File: src/rtl/fb_mem_stage.sv
// MEM-stage load/store unit: runs one req/ack data-bus access per memory op, stalls the
// pipeline while it is outstanding, and formats store lanes and load results for MEM/WB.
module fb_mem_stage #(
    parameter int unsigned TIMEOUT_CYCLES = 255
) (
    input  logic        clk,
    input  logic        rst,

    input  logic        mem_mem_read,
    input  logic        mem_mem_write,
    input  logic        mem_mem_to_reg,
    input  logic        mem_reg_write,
    input  logic [31:0] mem_alu_res,
    input  logic [31:0] mem_rs2_data,
    input  logic [4:0]  mem_register_rd,
    input  logic [2:0]  mem_funct3,

    output logic        dbus_req,
    output logic        dbus_we,
    output logic [31:0] dbus_addr,
    output logic [31:0] dbus_wdata,
    output logic [3:0]  dbus_be,
    input  logic        dbus_ack,
    input  logic [31:0] dbus_rdata,
    input  logic        dbus_err,

    output logic        mem_stall,
    output logic [31:0] memwb_alu_res,
    output logic [31:0] memwb_load_data,
    output logic [4:0]  memwb_register_rd,
    output logic        memwb_mem_to_reg,
    output logic        memwb_reg_write,
    output logic        exc_addr,
    output logic        exc_bus_err
);

    typedef enum logic [1:0] {StIdle, StReq, StDone} state_e;

    state_e      state_q, state_d;
    logic [7:0]  cnt_q, cnt_d;
    logic        err_q, err_d;
    logic        we_q, we_d;
    logic [31:0] addr_q, addr_d;
    logic [31:0] wdata_q, wdata_d;
    logic [3:0]  be_q, be_d;
    logic [1:0]  off_q, off_d;
    logic [2:0]  f3_q, f3_d;
    logic [31:0] load_q, load_d;

    logic        mem_op;
    logic        illegal;
    logic        legal_op;
    logic [31:0] st_wdata;
    logic [3:0]  st_be;
    logic [31:0] lane;
    logic [31:0] load_fmt;
    logic        timeout_hit;

    assign mem_op = mem_mem_read | mem_mem_write;

    always_comb begin
        illegal = 1'b0;
        if (mem_funct3 == 3'b011 || mem_funct3 == 3'b110 || mem_funct3 == 3'b111) begin
            illegal = 1'b1;
        end
        if (mem_funct3[1:0] == 2'b01 && mem_alu_res[0]) begin
            illegal = 1'b1;
        end
        if (mem_funct3[1:0] == 2'b10 && mem_alu_res[1:0] != 2'b00) begin
            illegal = 1'b1;
        end
        // Unsigned sizes only exist for loads.
        if (mem_mem_write && mem_funct3[2]) begin
            illegal = 1'b1;
        end
    end

    assign legal_op = mem_op & ~illegal;

    always_comb begin
        st_wdata = mem_rs2_data;
        st_be    = 4'b1111;
        case (mem_funct3[1:0])
            2'b00: begin
                st_wdata = {4{mem_rs2_data[7:0]}};
                st_be    = 4'b0001 << mem_alu_res[1:0];
            end
            2'b01: begin
                st_wdata = {2{mem_rs2_data[15:0]}};
                st_be    = 4'b0011 << mem_alu_res[1:0];
            end
            default: begin
                st_wdata = mem_rs2_data;
                st_be    = 4'b1111;
            end
        endcase
    end

    assign lane = dbus_rdata >> {off_q, 3'b000};

    always_comb begin
        load_fmt = dbus_rdata;
        case (f3_q)
            3'b000:  load_fmt = {{24{lane[7]}}, lane[7:0]};
            3'b001:  load_fmt = {{16{lane[15]}}, lane[15:0]};
            3'b100:  load_fmt = {24'h0, lane[7:0]};
            3'b101:  load_fmt = {16'h0, lane[15:0]};
            default: load_fmt = dbus_rdata;
        endcase
    end

    assign timeout_hit = (cnt_q == 8'(TIMEOUT_CYCLES - 1));

    always_comb begin
        state_d = state_q;
        cnt_d   = cnt_q;
        err_d   = err_q;
        we_d    = we_q;
        addr_d  = addr_q;
        wdata_d = wdata_q;
        be_d    = be_q;
        off_d   = off_q;
        f3_d    = f3_q;
        load_d  = load_q;
        unique case (state_q)
            StIdle: begin
                if (legal_op) begin
                    we_d    = mem_mem_write;
                    addr_d  = {mem_alu_res[31:2], 2'b00};
                    wdata_d = mem_mem_write ? st_wdata : mem_rs2_data;
                    be_d    = mem_mem_write ? st_be : 4'b1111;
                    off_d   = mem_alu_res[1:0];
                    f3_d    = mem_funct3;
                    cnt_d   = 8'd0;
                    err_d   = 1'b0;
                    state_d = StReq;
                end
            end
            StReq: begin
                cnt_d = cnt_q + 8'd1;
                // An ack in the final allowed cycle takes priority over the timeout.
                if (dbus_ack) begin
                    load_d  = load_fmt;
                    err_d   = dbus_err;
                    state_d = StDone;
                end else if (timeout_hit) begin
                    err_d   = 1'b1;
                    state_d = StDone;
                end
            end
            StDone: begin
                state_d = StIdle;
            end
            default: begin
                state_d = StIdle;
            end
        endcase
    end

    always_ff @(posedge clk) begin
        if (rst) begin
            state_q <= StIdle;
            cnt_q   <= 8'd0;
            err_q   <= 1'b0;
            we_q    <= 1'b0;
            addr_q  <= 32'd0;
            wdata_q <= 32'd0;
            be_q    <= 4'd0;
            off_q   <= 2'd0;
            f3_q    <= 3'd0;
            load_q  <= 32'd0;
        end else begin
            state_q <= state_d;
            cnt_q   <= cnt_d;
            err_q   <= err_d;
            we_q    <= we_d;
            addr_q  <= addr_d;
            wdata_q <= wdata_d;
            be_q    <= be_d;
            off_q   <= off_d;
            f3_q    <= f3_d;
            load_q  <= load_d;
        end
    end

    assign dbus_req    = (state_q == StReq);
    assign dbus_we     = we_q;
    assign dbus_addr   = addr_q;
    assign dbus_wdata  = wdata_q;
    assign dbus_be     = be_q;

    assign mem_stall   = ((state_q == StIdle) && legal_op) || (state_q == StReq);
    assign exc_addr    = (state_q == StIdle) && mem_op && illegal && !rst;
    assign exc_bus_err = (state_q == StDone) && err_q;

    assign memwb_alu_res     = mem_alu_res;
    assign memwb_load_data   = load_q;
    assign memwb_register_rd = mem_register_rd;
    assign memwb_mem_to_reg  = mem_mem_to_reg;
    assign memwb_reg_write   = mem_reg_write & ~exc_addr & ~exc_bus_err;

endmodule

File: config.mk
export PLATFORM = sky130hd
export DESIGN_NAME = fb_mem_stage
export DESIGN_NICKNAME = d
export VERILOG_FILES = /design/src/rtl/fb_mem_stage.sv
export SDC_FILE = /design/constraint.sdc
export NUM_CORES = 1
export LEC_CHECK = 0
export ABC_AREA = 1
export CELL_PAD_IN_SITES_DETAIL_PLACEMENT = 1
export CELL_PAD_IN_SITES_GLOBAL_PLACEMENT = 1
export CORE_UTILIZATION = 31
export DETAILED_ROUTE_END_ITERATION = 12
export HOLD_SLACK_MARGIN = 0.15
export PLACE_DENSITY_LB_ADDON = 0.08
export SKIP_CTS_REPAIR_TIMING = 1
export SYNTH_ARGS = -nofsm -noshare
export SYNTH_HDL_FRONTEND = slang
export SYNTH_SLANG_ARGS = --single-unit
File: constraint.sdc
create_clock -name clk -period 2.76 [get_ports clk]
set_clock_uncertainty 0.1 [all_clocks]
set_input_delay 0.69 -clock clk [delete_from_list [all_inputs] [get_ports clk]]
set_output_delay 0.69 -clock clk [all_outputs]
set_load 0.03 [all_outputs]
# Word level (Yosys, flattened, before mapping)
# Cells that the tools add are included.
# Widths: inputs -> output; s select.
word_totals:
  reg_bits: 115
classes:
  n_eq_ne: 13
  n_mux: 19
  bitwise: 7
  shift: 3
  n_addsub: 1
  reduce_logical: 22
op_table:
  columns: ["operator", "count"]
  rows:
  - ["$pmux 32 s4", 1]
  - ["$pmux 32 s2", 1]
  - ["$mux 32", 1]
  - ["$shr 32x5->16", 1]
  - ["$pmux 8 s2", 1]
  - ["$eq 3x3->1 const B", 4]
  - ["$add 8x1->8 const B", 1]
  - ["$eq 8x8->1 const B", 1]
  - ["$logic_and 1x1->1", 8]
  - ["$mux 8", 1]
  - ["$pmux 4 s2", 1]
  - ["$reduce_and 2->1", 4]
  - ["$mux 1", 7]
  - ["$mux 2", 3]
  - ["$eq 2x1->1 const B", 2]
  - ["$eq 2x2->1 const B", 2]
  - ["$logic_not 2->1", 2]
  - ["$mux 4", 1]
  - ["$pmux 2 s2", 1]
  - ["$reduce_bool 2->1", 2]
  - ["$shl 1x2->4 const A", 1]
  - ["$shl 2x2->4 const A", 1]
  - ["$and 1x1->1", 3]
  - ["$eq 3x1->1 const B", 1]
  - ["other kinds (10)", 14]

# Depth between registers and ports, before layout
# Gate-level depths: netlist of the first run.
depth:
  depth_word: 12
  mapped_depth: 9
  depth_no_buf: 8

# Least setup slack after synthesis of the first run
# Ideal clock, no wire load.
synth_path:
  path_kind: "input to output"
  start: "in mem_funct3[0]"
  end: "out memwb_reg_write"
  setup_slack_ns: -0.031
  arrival_time_ns: 2.001
  path_buffers: 1
  stages: 4
  path_cell_list: "buf_4 > nand3_1 > a21oi_1 > nor3b_1"
synth_between:
  elab_chain_len: 12
synth_lines:
  columns: ["item", "line", "rtl"]
  rows:
  - ["from (decl)", "16", "input logic [2:0] mem_funct3,"]
  - ["$eq 3x2->1 or $eq 3x3->1 (tied branches)", "63", "if (mem_funct3 == 3'b011 || mem_funct3 == 3'b110 || mem_funct3 == 3'b111) begin"]
  - ["$logic_or 1x1->1 (2 in a row)", "63", null]
  - ["$mux 1", "63", null]
  - ["$mux 1", "66", "if (mem_funct3[1:0] == 2'b01 && mem_alu_res[0]) begin"]
  - ["$mux 1 *", "69", "if (mem_funct3[1:0] == 2'b10 && mem_alu_res[1:0] != 2'b00) begin"]
  - ["$mux 1 *", "73", "if (mem_mem_write && mem_funct3[2]) begin"]
  - ["$logic_and 1x1->1 * (2 in a row)", "193", "assign exc_addr = (state_q == StIdle) && mem_op && illegal && !rst;"]
  - ["via exc_addr", "33", "output logic exc_addr,"]
  - ["$not 1->1 *", "200", "assign memwb_reg_write = mem_reg_write & ~exc_addr & ~exc_bus_err;"]
  - ["$and 1x1->1 * (2 in a row)", "200", null]
  - ["to (decl)", "32", "output logic memwb_reg_write,"]
# Mark *: on every way through the listed nets, which the timed path passes. The rest lies on a longest branch.

# Worst setup path in the final report of the first run
layout_path:
  start: "in mem_mem_write"
  end: "out memwb_reg_write"
layout_between:
  elab_chain_len: 7
layout_lines:
  columns: ["item", "line", "rtl"]
  rows:
  - ["from (decl)", "10", "input logic mem_mem_write,"]
  - ["$or 1x1->1 or $logic_and 1x1->1 (tied branches)", "59, 73", null]
  - ["$logic_and 1x1->1 or $mux 1 (tied branches)", "193, 73", null]
  - ["$logic_and 1x1->1 * (2 in a row)", "193", null]
  - ["$not 1->1 *", "200", null]
  - ["$and 1x1->1 * (2 in a row)", "200", null]
# Every way passes the cells marked *; elsewhere a longest branch is shown, timed or not.

==> results of run 1 <==
-- report_power, final --
| part | switching (W) | total [W] | internal, W |
|---|---|---|---|
| sequential | 0.0000537 | 0.00181 | 0.00176 |
| clock | 0.000827 | 0.00238 | 0.00155 |
| combinational | 0.000724 | 0.00124 | 0.000519 |
-- routing by layer --
metal | track usage (%) | wire [µm] | vias to the layer above
li1 | - | - | 3043
met1 | 24.6 | 8540 | 2917
met3 | 6.93 | 1450 | 21
met5 | 0 | 0 | -
met4 | 6.56 | 284 | 0
met2 | 36.8 | 10000 | 164
-- layout make-up --
cell class              count  area, µm²
clock buffers              19        453
clock inverters            13        183
repair buffers            273       2700
multi-input cells         566       2650
well taps                 229        287
flip-flops and latches    115       2300
inverters                  62        235
fillers                  2249       9280
-- stage by stage --
step	cell area (µm²)	std cells	TNS, ns	power [W]
2_1_floorplan	5760	833	0	0.00258
3_3_place_gp	8140	1244	-0.0144	0.00309
3_5_place_dp	8140	1244	-0.0402	0.00310
4_1_cts	8770	1276	-0.0673	0.00551
5_1_grt	8800	1277	0	0.00568
6_report	8800	1277	0	0.00544
-- worst paths after layout --
path	from	end	slack (ns)	cells after the start
min	dbus_addr[24]	dbus_addr[24]	0.36	2
min reg2reg	dbus_addr[24]	dbus_addr[24]	0.36	2
max	mem_mem_write	memwb_reg_write	0.08	8
max reg2reg	off_q[0]	memwb_load_data[27]	0.96	8
-- sequential cells by signal (all words and copies together) (netlist names) --
name	cells
dbus_wdata	32
memwb_load_data	32
dbus_addr	30
cnt_q	8
dbus_be	4
f3_q	3
off_q	2
state_q	2
dbus_we	1
err_q	1
-- tightest hold or removal path: cells and delay by family, from the launching register on --
family	cells	cell delay (ns)
AO/OA/AOI/OAI	1	0.05
AND/OR/NAND/NOR	1	0.06
flip-flops	1	0.30
-- synth_stat cells, types with 2 or more instances --
master,n,area (µm²)
nand2_1,274,1030
dfxtp_1,115,2300
a21oi_1,93,465
o21ai_0,76,380
nand3_1,58,290
inv_1,57,214
buf_4,51,383
clkbuf_1,16,60.1
o21bai_1,16,120
buf_2,15,75.1
nor2_1,12,45.0
or2_2,9,56.3
buf_6,5,56.3
nor3_1,5,25.0
inv_2,4,15.0
a31oi_1,2,12.5
buf_1,2,7.51
ha_1,2,25.0
nand3_2,2,20.0
nand3_4,2,35.0
nor2_2,2,12.5
nor3b_1,2,15.0
-- cell families (layout without fill, tap and decap cells) --
| group | count (synthesis) | in the layout | share of synthesized area (%) |
|---|---|---|---|
| buffers and inverters | 152 | 367 | 14.5 |
| flip-flops | 115 | 115 | 40.0 |
| other | 1 | 2 | 0.0652 |
| adder cells (fa/ha/maj) | 2 | 2 | 0.435 |
| AO/OA/AOI/OAI | 190 | 190 | 17.4 |
| AND/OR/NAND/NOR | 372 | 372 | 27.6 |
==> flow_summary_export.csv, run 1 <==
group,metric,value,unit
status,status,"finished, violations left",
status,violations,"DRC",
logic_synthesis,async_flop_share,0,%
placement,post-dp-hpwl,14500,µm
routing,vias,6145,
cts,cts_root_buf,"clkbuf_16",
worst_setup_path,slowest_delay,0.44,ns
logic_synthesis,synth_cells,832,
power_and_ir_drop,power.leakage,3.70,nW
global_route,antenna_found_initial,0,
worst_setup_path,worstSetupPathType,"in -> out",
timing,slew_headroom,41.9,%
worst_setup_path,worstPathCellList,"clkdlybuf4s50_1 > nor2_1 > nor2_2 > nand2_1 > a21oi_2 > buf_4 > nor3b_2 > buf_4",
power_and_ir_drop,p_per_area,618,mW/mm²
placement,dp_slack,-0.0304,ns
logic_synthesis,syn_area,0.00575,mm²
die,placementRows,49,
cts,clk_pin_slew_worst_paths,0.05,ns
finish,layout_common_cells,"nand2_1, clkdlybuf4s50_1, dfxtp_1, a21oi_1, o21ai_0",
timing,rsz0062_at_grt,"false",
worst_setup_path,cpMostUsedCell,"buf_4",
finish,layout_commonest_cell,"nand2_1",
finish,design.final.nets,1149,
worst_setup_path,critPathRequiredTime,1.97,ns
routing,avgRoutedWirePerCell,15.9,µm
logic_synthesis,ys_ff_latch,115,
timing,period_minus_slack,2.68,ns
routing,ant_nets,0,
global_route,grt_pass1_vias,6033,
timing,slew_viol_final,0,
worst_setup_path,critPathBufInv,3,
logic_synthesis,synth-edff-count,0,
logic_synthesis,ys_seq_area_share,40.0,%
logic_synthesis,synth_cell_type_count,34,
timing,hold_violations,0,
placement,gp_congestion,0.790,
cts,cts_tree,"built",
worst_setup_path,slowest_stage,"clkdlybuf4s50_1",
worst_setup_path,path_max_fanout,3,
logic_synthesis,synth_flop_cell,"dfxtp_1",
timing,worst_slack,0.0768,ns
timing,worst_slew_pin_slew,0.871,ns
finish,syn2layout_area_growth,53.0,%
logic_synthesis,synth_warnings,0,
cts,clk_latency,0.41,ns
global_route,grtUsageTotal,21.1,%
cts,cts_sinks,115,
die,die_y,138,µm
placement,portBuffers,241,
finish,drive_above_1_share,9.45,%
routing,dr.pass1.iters,8,
global_route,grt_start_max_net_pins,76,
finish,final_util,48.7,%
global_route,grt_pass1_wl,31700,µm
routing,route.detailed.drc,26,
die,core_area,0.0181,mm²
job,drv_cap,0,
cts,clockBufferDepth,2,
worst_setup_path,worstSetupStartpointType,"primary input",
die,io_pins,256,
timing,max_freq,373,MHz
hold_path,hp-class,"reg -> reg",
cts,numCtsBuffers,17,
routing,viasPerCell,4.81,
routing,drt_iter0_markers,215,
finish,antenna_cells,0,
timing,setup_viol,0,
die,die_w,138,µm
worst_setup_path,endpoint_kind,"primary output",
die,dieArea,0.0191,mm²
power_and_ir_drop,vdd_drop_max,0.421,mV
global_route,grt_overflow_total,0,
worst_setup_path,critPathTopFamily,"buffers and inverters",
logic_synthesis,synth.avg_cell_area,6.92,µm²
worst_setup_path,arrival,1.89,ns
routing,wirelength,20300,µm
die,start_util,31.8,%
timing,whs,0.362,ns
cts,cts.htree.levels,4,
timing,finalCritPeriodShare,97.2,%
Power figures use the tool's default switching activity.
==> run 2: changes to the inputs <==
--- a/config.mk
+++ b/config.mk
@@ -6,9 +6,10 @@
 export NUM_CORES = 1
 export LEC_CHECK = 0
 export ABC_AREA = 1
+export ABC_CLOCK_PERIOD_IN_PS = 2760
 export CELL_PAD_IN_SITES_DETAIL_PLACEMENT = 1
 export CELL_PAD_IN_SITES_GLOBAL_PLACEMENT = 1
-export CORE_UTILIZATION = 31
+export CORE_UTILIZATION = 30
 export DETAILED_ROUTE_END_ITERATION = 12
 export HOLD_SLACK_MARGIN = 0.15
 export PLACE_DENSITY_LB_ADDON = 0.08
==> flow_summary_export.csv, run 2 (synthesized netlist as in run 1, its figures left out) <==
group,metric,value,unit
status,status,"complete, no violations",
die,placementRows,50,
worst_setup_path,reg2reg_to,"memwb_load_data[29]",
cts,cts.htree.levels,4,
global_route,grt_overflow_total,0,
placement,dpl_cell_area,0.00813,mm²
timing,period_minus_slack,2.69,ns
cts,cts_root_buf,"clkbuf_16",
timing,hold_violations,0,
power_and_ir_drop,power.leakage,3.72,nW
finish,multi_input_area,0.00265,mm²
worst_setup_path,cpMostUsedCell,"clkdlybuf4s50_1",
cts,clockBufferDepth,2,
worst_setup_path,slowest_stage,"clkdlybuf4s50_1",
cts,cts_sinks,115,
routing,viasPerCell,4.71,
routing,ant_nets,0,
routing,route.detailed.drc,0,
timing,slew_viol_final,0,
worst_setup_path,worstSetupStartpointType,"primary input",
cts,cts_tree,"built",
finish,layout_commonest_cell,"nand2_1",
worst_setup_path,endpoint_kind,"primary output",
worst_setup_path,rrSetupSlack,0.89,ns
finish,ff_latch_area,0.00230,mm²
routing,drt_iter0_markers,198,
worst_setup_path,worstSetupPathType,"in -> out",
global_route,grtUsageTotal,20.9,%
global_route,grt_pass1_wl,32100,µm
worst_setup_path,critPathRequiredTime,1.97,ns
timing,rsz0062_at_grt,"false",
timing,max_freq,372,MHz
timing,slew_headroom,42.7,%
die,die_y,140,µm
job,drv_cap,0,
cts,clk_latency,0.42,ns
hold_path,min-delay-start,"dbus_wdata[12]",
finish,design.final.nets,1145,
worst_setup_path,arrival,1.90,ns
routing,vias,6017,
hold_path,hold_depth,2,
timing,fin_tns_setup,0,ns
finish,drive_above_1_share,8.93,%
worst_setup_path,critPathBufInv,2,
cts,clk_pin_slew_worst_paths,0.05,ns
hold_path,worst_hold_path.endpoint,"dbus_wdata[12]",
hold_path,hp-class,"reg -> reg",
placement,post-dp-hpwl,14400,µm
die,io_pins,256,
timing,worst_slew_pin_slew,0.860,ns
power_and_ir_drop,vdd_drop_max,0.413,mV
timing,setup_viol,0,
die,dieArea,0.0197,mm²
routing,dr.pass1.iters,5,
cts,numCtsBuffers,17,
worst_setup_path,reg2reg_from,"off_q[0]",
die,core_area,0.0188,mm²
finish,finalInstanceArea,0.00877,mm²
power_and_ir_drop,p_total,0.00532,W
power_and_ir_drop,p_per_area,606,mW/mm²
timing,finalCritPeriodShare,97.3,%
die,start_util,30.7,%
placement,dp_slack,-0.131,ns
worst_setup_path,path_max_fanout,2,
worst_setup_path,critPathTopFamily,"buffers and inverters",
placement,portBuffers,241,
global_route,grt_pass1_vias,6240,
placement,gp_congestion,0.840,
finish,syn2layout_area_growth,52.5,%
finish,fillers,2326,
finish,layout_common_cells,"nand2_1, clkdlybuf4s50_1, dfxtp_1, a21oi_1, o21ai_0",
timing,worst_slack,0.0745,ns
global_route,grt_start_max_net_pins,76,
routing,wirelength,20300,µm
global_route,antenna_found_initial,1,
worst_setup_path,slowest_delay,0.69,ns
routing,avgRoutedWirePerCell,15.9,µm
worst_setup_path,ff2ff_path_depth,7,
worst_setup_path,worstPathCellList,"clkdlybuf4s50_1 > clkdlybuf4s50_1",
die,die_w,140,µm
==> run 2: cell count changes in the layout (fill, tap and decap cells not counted) <==
cell	before	now
clkbuf_8	2	3
bufinv_16	4	3
dlymetal6s2s_1	4	7
diode_2	0	2
buf_4	33	28
nand3_2	2	3
clkbuf_1	0	1
clkinvlp_4	4	1
nand3_1	57	56
buf_12	4	5
clkdlybuf4s50_1	231	228
==> run 2: per-layer routing <==
| layer | part of all wire, % | GRT usage, % |
|---|---|---|
| met5 | 0 | 0 |
| met1 | 43 | 23.8 |
| met3 | 6.9 | 7.49 |
| met2 | 49 | 36.6 |
| met4 | 0.92 | 6.29 |
==> run 2: how the worst max path moves through the flow <==
stage / startpoint / end / slack, ns / depth (start not counted)
after floorplan: mem_funct3[0] / memwb_reg_write / 0.20 / 4
after global placement: mem_alu_res[0] / memwb_reg_write / -0.09 / 8
after detailed placement: mem_alu_res[0] / memwb_reg_write / -0.13 / 8
after CTS: mem_alu_res[0] / memwb_reg_write / -0.14 / 8
after global routing: mem_alu_res[6] / memwb_alu_res[6] / 0.05 / 2
final: mem_alu_res[6] / memwb_alu_res[6] / 0.07 / 2
==> run 2: report_power, final <==
part | internal [W] | switching, W | total, W
Clock | 0.00148 | 0.000785 | 0.00226
Sequential | 0.00176 | 0.0000622 | 0.00182
Combinational | 0.000517 | 0.000715 | 0.00123
==> run 2: final cells by class <==
cell class | instances | share of cell area, %
Multi-Input combinational cell | 566 | 30.2
Inverter | 62 | 2.68
Sequential cell | 115 | 26.2
Timing Repair Buffer | 269 | 30.6
Tap cell | 234 | 3.34
Antenna cell | 2 | 0.0570
Clock inverter | 9 | 1.48
Clock buffer | 21 | 5.36
==> run 2: stage by stage <==
step | cells | util [%] | hold slack (ns)
2_1_floorplan | 833 | - | 0.351
3_3_place_gp | 1246 | 43.3 | 0.352
3_5_place_dp | 1246 | 43.3 | 0.358
4_1_cts | 1276 | 46.5 | 0.366
5_1_grt | 1277 | 46.7 | 0.383
6_report | 1278 | 46.7 | 0.364
==> run 3: changes to the inputs <==
--- a/config.mk
+++ b/config.mk
@@ -10,6 +10,7 @@
 export CELL_PAD_IN_SITES_DETAIL_PLACEMENT = 1
 export CELL_PAD_IN_SITES_GLOBAL_PLACEMENT = 1
 export CORE_UTILIZATION = 30
+export CTS_CLUSTER_DIAMETER = 30
 export DETAILED_ROUTE_END_ITERATION = 12
 export HOLD_SLACK_MARGIN = 0.15
 export PLACE_DENSITY_LB_ADDON = 0.08
==> results of run 3 <==
The final DEF is identical to that of run 2; final timing and power are the same.
